==> src/rtl/cmd_pkg.sv <==
// cmd_pkg: shared definitions for the command issuer slice.
//   DATA_W / OP_W : operand and opcode widths
//   CMD_W         : width of one buffered command {op, data}
//   PUSH/POP/ADD  : opcodes that change the downstream stack depth
package cmd_pkg;

  localparam int DATA_W = 8;
  localparam int OP_W   = 3;
  localparam int CMD_W  = OP_W + DATA_W;

  localparam logic [OP_W-1:0] PUSH = 3'b101;
  localparam logic [OP_W-1:0] POP  = 3'b100;
  localparam logic [OP_W-1:0] ADD  = 3'b011;

endpackage

==> src/rtl/cmd_fifo.sv <==
// cmd_fifo: circular command buffer with occupancy count.
//   clk, rst   : rising-edge clock, asynchronous active-high reset
//   wr_en      : write wr_data at the tail (caller guarantees not full)
//   wr_data    : command word
//   rd_en      : drop the head entry (caller guarantees not empty)
//   rd_data    : current head entry (combinational)
//   count      : number of buffered entries, 0..DEPTH
// DEPTH must be a power of two so the pointers wrap by natural overflow.
module cmd_fifo
  import cmd_pkg::*;
#(
  parameter int DEPTH = 4,
  parameter int WIDTH = CMD_W
) (
  input  logic                     clk,
  input  logic                     rst,
  input  logic                     wr_en,
  input  logic [WIDTH-1:0]         wr_data,
  input  logic                     rd_en,
  output logic [WIDTH-1:0]         rd_data,
  output logic [$clog2(DEPTH):0]   count
);

  localparam int AW = $clog2(DEPTH);

  logic [WIDTH-1:0] mem [DEPTH];
  logic [AW-1:0]    wr_ptr;
  logic [AW-1:0]    rd_ptr;

  always_ff @(posedge clk) begin
    if (wr_en) mem[wr_ptr] <= wr_data;
  end

  always_ff @(posedge clk or posedge rst) begin
    if (rst) begin
      wr_ptr <= '0;
      rd_ptr <= '0;
      count  <= '0;
    end else begin
      if (wr_en) wr_ptr <= wr_ptr + AW'(1);
      if (rd_en) rd_ptr <= rd_ptr + AW'(1);
      case ({wr_en, rd_en})
        2'b10:   count <= count + (AW+1)'(1);
        2'b01:   count <= count - (AW+1)'(1);
        default: count <= count;
      endcase
    end
  end

  assign rd_data = mem[rd_ptr];

endmodule

==> src/rtl/cmd_issuer.sv <==
// cmd_issuer: buffers host commands and issues them to a stack unit.
//   clk, rst          : rising-edge clock, asynchronous active-high reset
//   host_data/op      : command operand / opcode from the host
//   host_valid        : host offers a command
//   host_ready        : a command is accepted this cycle (FIFO not full)
//   hold              : suspends issue while high
//   in, op, apply     : registered operand, opcode and issue strobe
//   fifo_count        : number of buffered commands
//   err               : sticky dropped-command flag
// Optional feature: define CMD_ISSUER_DEPTH_CHECK_EN to track the stack
// depth and drop commands that would over/underflow it; otherwise every
// command is issued and err is constant 0.
module cmd_issuer
  import cmd_pkg::*;
#(
  parameter int FIFO_DEPTH  = 4,
  parameter int STACK_DEPTH = 8
) (
  input  logic                        clk,
  input  logic                        rst,
  input  logic [DATA_W-1:0]           host_data,
  input  logic [OP_W-1:0]             host_op,
  input  logic                        host_valid,
  output logic                        host_ready,
  input  logic                        hold,
  output logic [DATA_W-1:0]           in,
  output logic [OP_W-1:0]             op,
  output logic                        apply,
  output logic [$clog2(FIFO_DEPTH):0] fifo_count,
  output logic                        err
);

  localparam int CW = $clog2(FIFO_DEPTH) + 1;

  logic             wr_en;
  logic             rd_en;
  logic [CMD_W-1:0] head;
  logic [OP_W-1:0]  head_op;
  logic [DATA_W-1:0] head_data;
  logic             drop;
  logic             issue;

  // No full-bypass: a full FIFO refuses writes even while it is popping.
  assign host_ready = (fifo_count < CW'(FIFO_DEPTH));
  assign wr_en      = host_valid && host_ready;
  assign rd_en      = (fifo_count != '0) && !hold;
  assign head_op    = head[CMD_W-1:DATA_W];
  assign head_data  = head[DATA_W-1:0];

  cmd_fifo #(
    .DEPTH (FIFO_DEPTH),
    .WIDTH (CMD_W)
  ) u_fifo (
    .clk     (clk),
    .rst     (rst),
    .wr_en   (wr_en),
    .wr_data ({host_op, host_data}),
    .rd_en   (rd_en),
    .rd_data (head),
    .count   (fifo_count)
  );

`ifdef CMD_ISSUER_DEPTH_CHECK_EN
  localparam int DW = $clog2(STACK_DEPTH + 1);

  logic [DW-1:0] depth;
  logic [DW-1:0] depth_nxt;

  // Depth tracks only commands actually issued; a dropped command leaves it.
  always_comb begin
    drop      = 1'b0;
    depth_nxt = depth;
    case (head_op)
      PUSH: begin
        if (depth == DW'(STACK_DEPTH)) drop = 1'b1;
        else                           depth_nxt = depth + DW'(1);
      end
      POP: begin
        if (depth == '0) drop = 1'b1;
        else             depth_nxt = depth - DW'(1);
      end
      ADD: begin
        if (depth <= DW'(1)) drop = 1'b1;
        else                 depth_nxt = depth - DW'(1);
      end
      default: ;
    endcase
  end

  always_ff @(posedge clk or posedge rst) begin
    if (rst) begin
      depth <= '0;
      err   <= 1'b0;
    end else if (rd_en) begin
      depth <= depth_nxt;
      if (drop) err <= 1'b1;
    end
  end
`else
  logic unused_stack_depth;

  assign unused_stack_depth = |STACK_DEPTH;
  assign drop = 1'b0;
  assign err  = 1'b0;
`endif

  assign issue = rd_en && !drop;

  // in/op only move on a real issue so they hold the last issued command.
  always_ff @(posedge clk or posedge rst) begin
    if (rst) begin
      apply <= 1'b0;
      op    <= '0;
      in    <= '0;
    end else begin
      apply <= issue;
      if (issue) begin
        op <= head_op;
        in <= head_data;
      end
    end
  end

endmodule

==> config.mk <==
export PLATFORM = sky130hd
export DESIGN_NAME = cmd_issuer
export DESIGN_NICKNAME = d
export VERILOG_FILES = /design/src/rtl/cmd_pkg.sv /design/src/rtl/cmd_fifo.sv /design/src/rtl/cmd_issuer.sv
export SDC_FILE = /design/constraint.sdc
export NUM_CORES = 1
export LEC_CHECK = 0
export BUFFER_PORTS_ARGS = -buffer_cell sky130_fd_sc_hd__buf_2
export CORE_MARGIN = 2
export CORE_UTILIZATION = 25
export CTS_BUF_LIST = sky130_fd_sc_hd__clkbuf_4 sky130_fd_sc_hd__clkbuf_8
export CTS_CLUSTER_DIAMETER = 30
export DETAILED_ROUTE_END_ITERATION = 7
export HOLD_SLACK_MARGIN = 0.05
export SETUP_SLACK_MARGIN = 0.5
export SLEW_MARGIN = 10
export SYNTH_ARGS = -nofsm -noshare
export SYNTH_HDL_FRONTEND = slang
export SYNTH_HIERARCHICAL = 1
export SYNTH_SLANG_ARGS = --single-unit
==> constraint.sdc <==
create_clock -name clk -period 2.6 [get_ports clk]
set_clock_uncertainty 0.15 [all_clocks]
set_input_delay 0.39 -clock clk [delete_from_list [all_inputs] [get_ports clk]]
set_output_delay 0.39 -clock clk [all_outputs]
set_load 0.01 [all_outputs]
==> results.sh <==
export IMPL_p_per_area_nw_per_um2=1093
export IMPL_status="finished, final reports clean"
export IMPL_dp_cells=317
export IMPL_vias=1470
export IMPL_ys_async_sr_fraction_pct=30.16
export IMPL_fmax_mhz=508.9
export IMPL_drt_iter0_drc=74
export IMPL_reg2reg_from="u_fifo/count[2]"
export IMPL_numCtsBuffers=9
export IMPL_arrival_ns=2.04
export IMPL_dp_hpwl_um=3551
export IMPL_worstSetupPathType="reg -> reg"
export IMPL_fin_tns_setup_ns=0
export IMPL_ys_seq_area_share_pct=66.79
export IMPL_synth_edf_count=44
export IMPL_grt_overflow=0
export IMPL_drive_gt1_share_pct=39.32
export IMPL_maxCapViolCount=0
export IMPL_synth_area_per_cell_um2=17.03
export IMPL_required_ns=2.67
export IMPL_tightest_slew_ns=0.6221
export IMPL_post_route_period_util_pct=75.58
export IMPL_irDropWorstVdd_mv=0.4152
export IMPL_rsz0062_at_grt="no"
export IMPL_fp_dieW_um=107.7
export IMPL_leakagePower_nw=1.227
export IMPL_cp_cell_sequence="and2b_2 > inv_1 > ha_2 > fa_2 > mux2_2"
export IMPL_clk_insertion_delay_late_ns=0.34
export IMPL_syn_nets=179
export IMPL_dr_pass1_iters=7
export IMPL_slew_viol_final=0
export IMPL_layoutNonFillerInstCount=342
export IMPL_finalSetupViolCount=0
export IMPL_slew_headroom_pct=58.52
export IMPL_layout_nets=222
export IMPL_postRouteAntennaNets=0
export IMPL_ys_warnings_count=6
export IMPL_min_period_ns=1.965
export IMPL_slowest_stage="dfrtp_2"
export IMPL_cts_tree="built"
export IMPL_grt_pass1_wl_um=8411
export IMPL_antenna_found_initial=0
export IMPL_fp_dieH_um=107.7
export IMPL_cpPeakStageDelay_ns=0.51
export IMPL_grt_max_degree=24
export IMPL_port_buffers=30
export IMPL_rows=37
export IMPL_start_util_pct=25.94
export IMPL_synth_seq_cells=63
export IMPL_crit_fanout=13
export IMPL_syn_area_um2=2690
export IMPL_drc=0
export IMPL_core_area_um2=10370
export IMPL_reg2reg_slack_ns=0.63
export IMPL_clk_pin_slew_worst_paths_ns=0.07
export IMPL_crit_start="u_fifo/count[2]"
export IMPL_vias_per_cell=4.298
export IMPL_cts_sinks=63
export IMPL_fin_ws_ns=0.6348
export IMPL_wl_per_cell_um=15.38
export IMPL_endpoint_kind="flip-flop"
export IMPL_worstHoldPathType="in -> reg"
export IMPL_h_tree_depth=3
export IMPL_holdCritStartpoint="host_data[4]"
export IMPL_synthDistinctLibCells=26
export IMPL_gr_usage_all_layers_pct=9.939
export IMPL_areaGrowthSynthToFinish_pct=20.98
export IMPL_clock_root_buffer="clkbuf_8"
export IMPL_power_mw=3.556
export IMPL_io_pins=32
export IMPL_hold_viol=0
export IMPL_wl_um=5261
export IMPL_dp_slack_ns=0.4046
export IMPL_antenna_cells=0
export IMPL_synth_flop_cell="edfxtp_1"
export IMPL_dieArea_um2=11610
export IMPL_synth_cells=158
export IMPL_globalplace_congestion=0.6530
export IMPL_first_global_vias=1522
export IMPL_startpoint_type="flip-flop"
export IMPL_clockBufferDepth=2
-- kinds of logic after synthesis --
| kind of cell | after synthesis | share of synthesized area (%) |
|---|---|---|
| AO/OA/AOI/OAI | 12 | 4.744 |
| XOR/XNOR | 6 | 1.954 |
| adder cells (fa/ha/maj) | 6 | 3.070 |
| buffers and inverters | 15 | 3.069 |
| flip-flops | 63 | 66.79 |
| multiplexers | 12 | 10.05 |
| other | 1 | 0.1394 |
| AND/OR/NAND/NOR | 43 | 10.19 |
-- power breakdown --
group	internal [mW]	switching (mW)	leakage, nW
Clock	0.443	0.381	0.0956
Sequential	1.34	0.222	0.624
Combinational	0.590	0.580	0.507
Total	2.37	1.18	1.23
-- layout make-up --
cell class	instances	area [um2]
timing repair buffer	41	235.2
sequential	63	1800
fill	1028	7116
clock buffer	9	123.9
clock inverter	7	72.57
tap	136	170.2
multi-input combinational	80	829.5
inverter	6	22.52
-- what timing repair did --
action,CTS,global route
endpoints found under the setup margin,2,2
hold buffers,1,0
resized for setup,1,0
setup buffers,0,8
endpoints found under the hold margin,19,0
-- placed cells by master, fill, tap and decap left out, drive strengths merged, types with 2 or more instances in the layout --
master and count:
inv 7, xor2 3, dfrtp 19, nand2b 11, o211ai 11, xnor2 3, edfxtp 44, nor2 2
buf 40, clkbuf 9, mux4 11, nand2 13, or4b 11, clkinv 3, and2 4, clkinvlp 2
ha 5
-- worst max-delay path: cells and delay by family, from the launching register on --
family | cells | cell delay (ns)
fa+ha+maj | 2 | 0.62
flops | 1 | 0.51
simple gates | 1 | 0.26
mux | 1 | 0.26
buf+inv | 1 | 0.05
-- final timing paths --
| kind | endpoint | cells past startpoint |
|---|---|---|
| hold reg to reg | in[2] | 2 |
| hold / removal | u_fifo/mem[2][4] | 1 |
| min in group asynchronous | u_fifo/wr_ptr[0] | 3 |
| setup / recovery | u_fifo/count[1] | 5 |
| max in group asynchronous | in[5] | 3 |
| setup reg to reg | u_fifo/count[1] | 5 |
-- synthesized netlist by cell type (all sizes together) (2+ instances only) --
| master | number | area, um2 |
|---|---|---|
| clkbuf | 3 | 12.51 |
| buf | 6 | 47.54 |
| nor2 | 2 | 7.510 |
| or4b | 11 | 110.1 |
| mux4 | 11 | 259.0 |
| nand2 | 13 | 48.80 |
| xnor2 | 3 | 26.28 |
| o211ai | 11 | 122.6 |
| edfxtp | 44 | 1321 |
| ha | 5 | 62.56 |
| and2 | 4 | 25.02 |
| dfrtp | 19 | 475.5 |
| nand2b | 11 | 68.82 |
| xor2 | 3 | 26.28 |
| inv | 6 | 22.52 |
-- flip-flops by register name (all words and copies together), names as in the netlist --
name and flops:
in 8, u_fifo/count 3, u_fifo/wr_ptr 2, op 3
u_fifo/mem 44, u_fifo/rd_ptr 2, apply 1
-- per-stage QoR --
stage | hold WS (ns) | area (um2) | utilization (%)
3_3_place_gp | 0.1989 | 2987 | 28.80
3_5_place_dp | 0.2100 | 2987 | 28.80
2_1_floorplan | 0.04326 | 2715 | -
5_1_grt | 0.1124 | 3254 | 31.38
6_report | 0.1164 | 3254 | 31.38
4_1_cts | 0.09462 | 3194 | 30.80
-- routing by layer --
metal / vias up / track usage, % / part of all wire, %
met2: 34 / 15.41 / 47
met1: 742 / 13.18 / 47
met5: - / 0 / 0
li1: 684 / - / -
met4: 0 / 3.297 / 1.3
met3: 10 / 3.148 / 4.2
No activity file was read; power rests on OpenSTA's default activity.
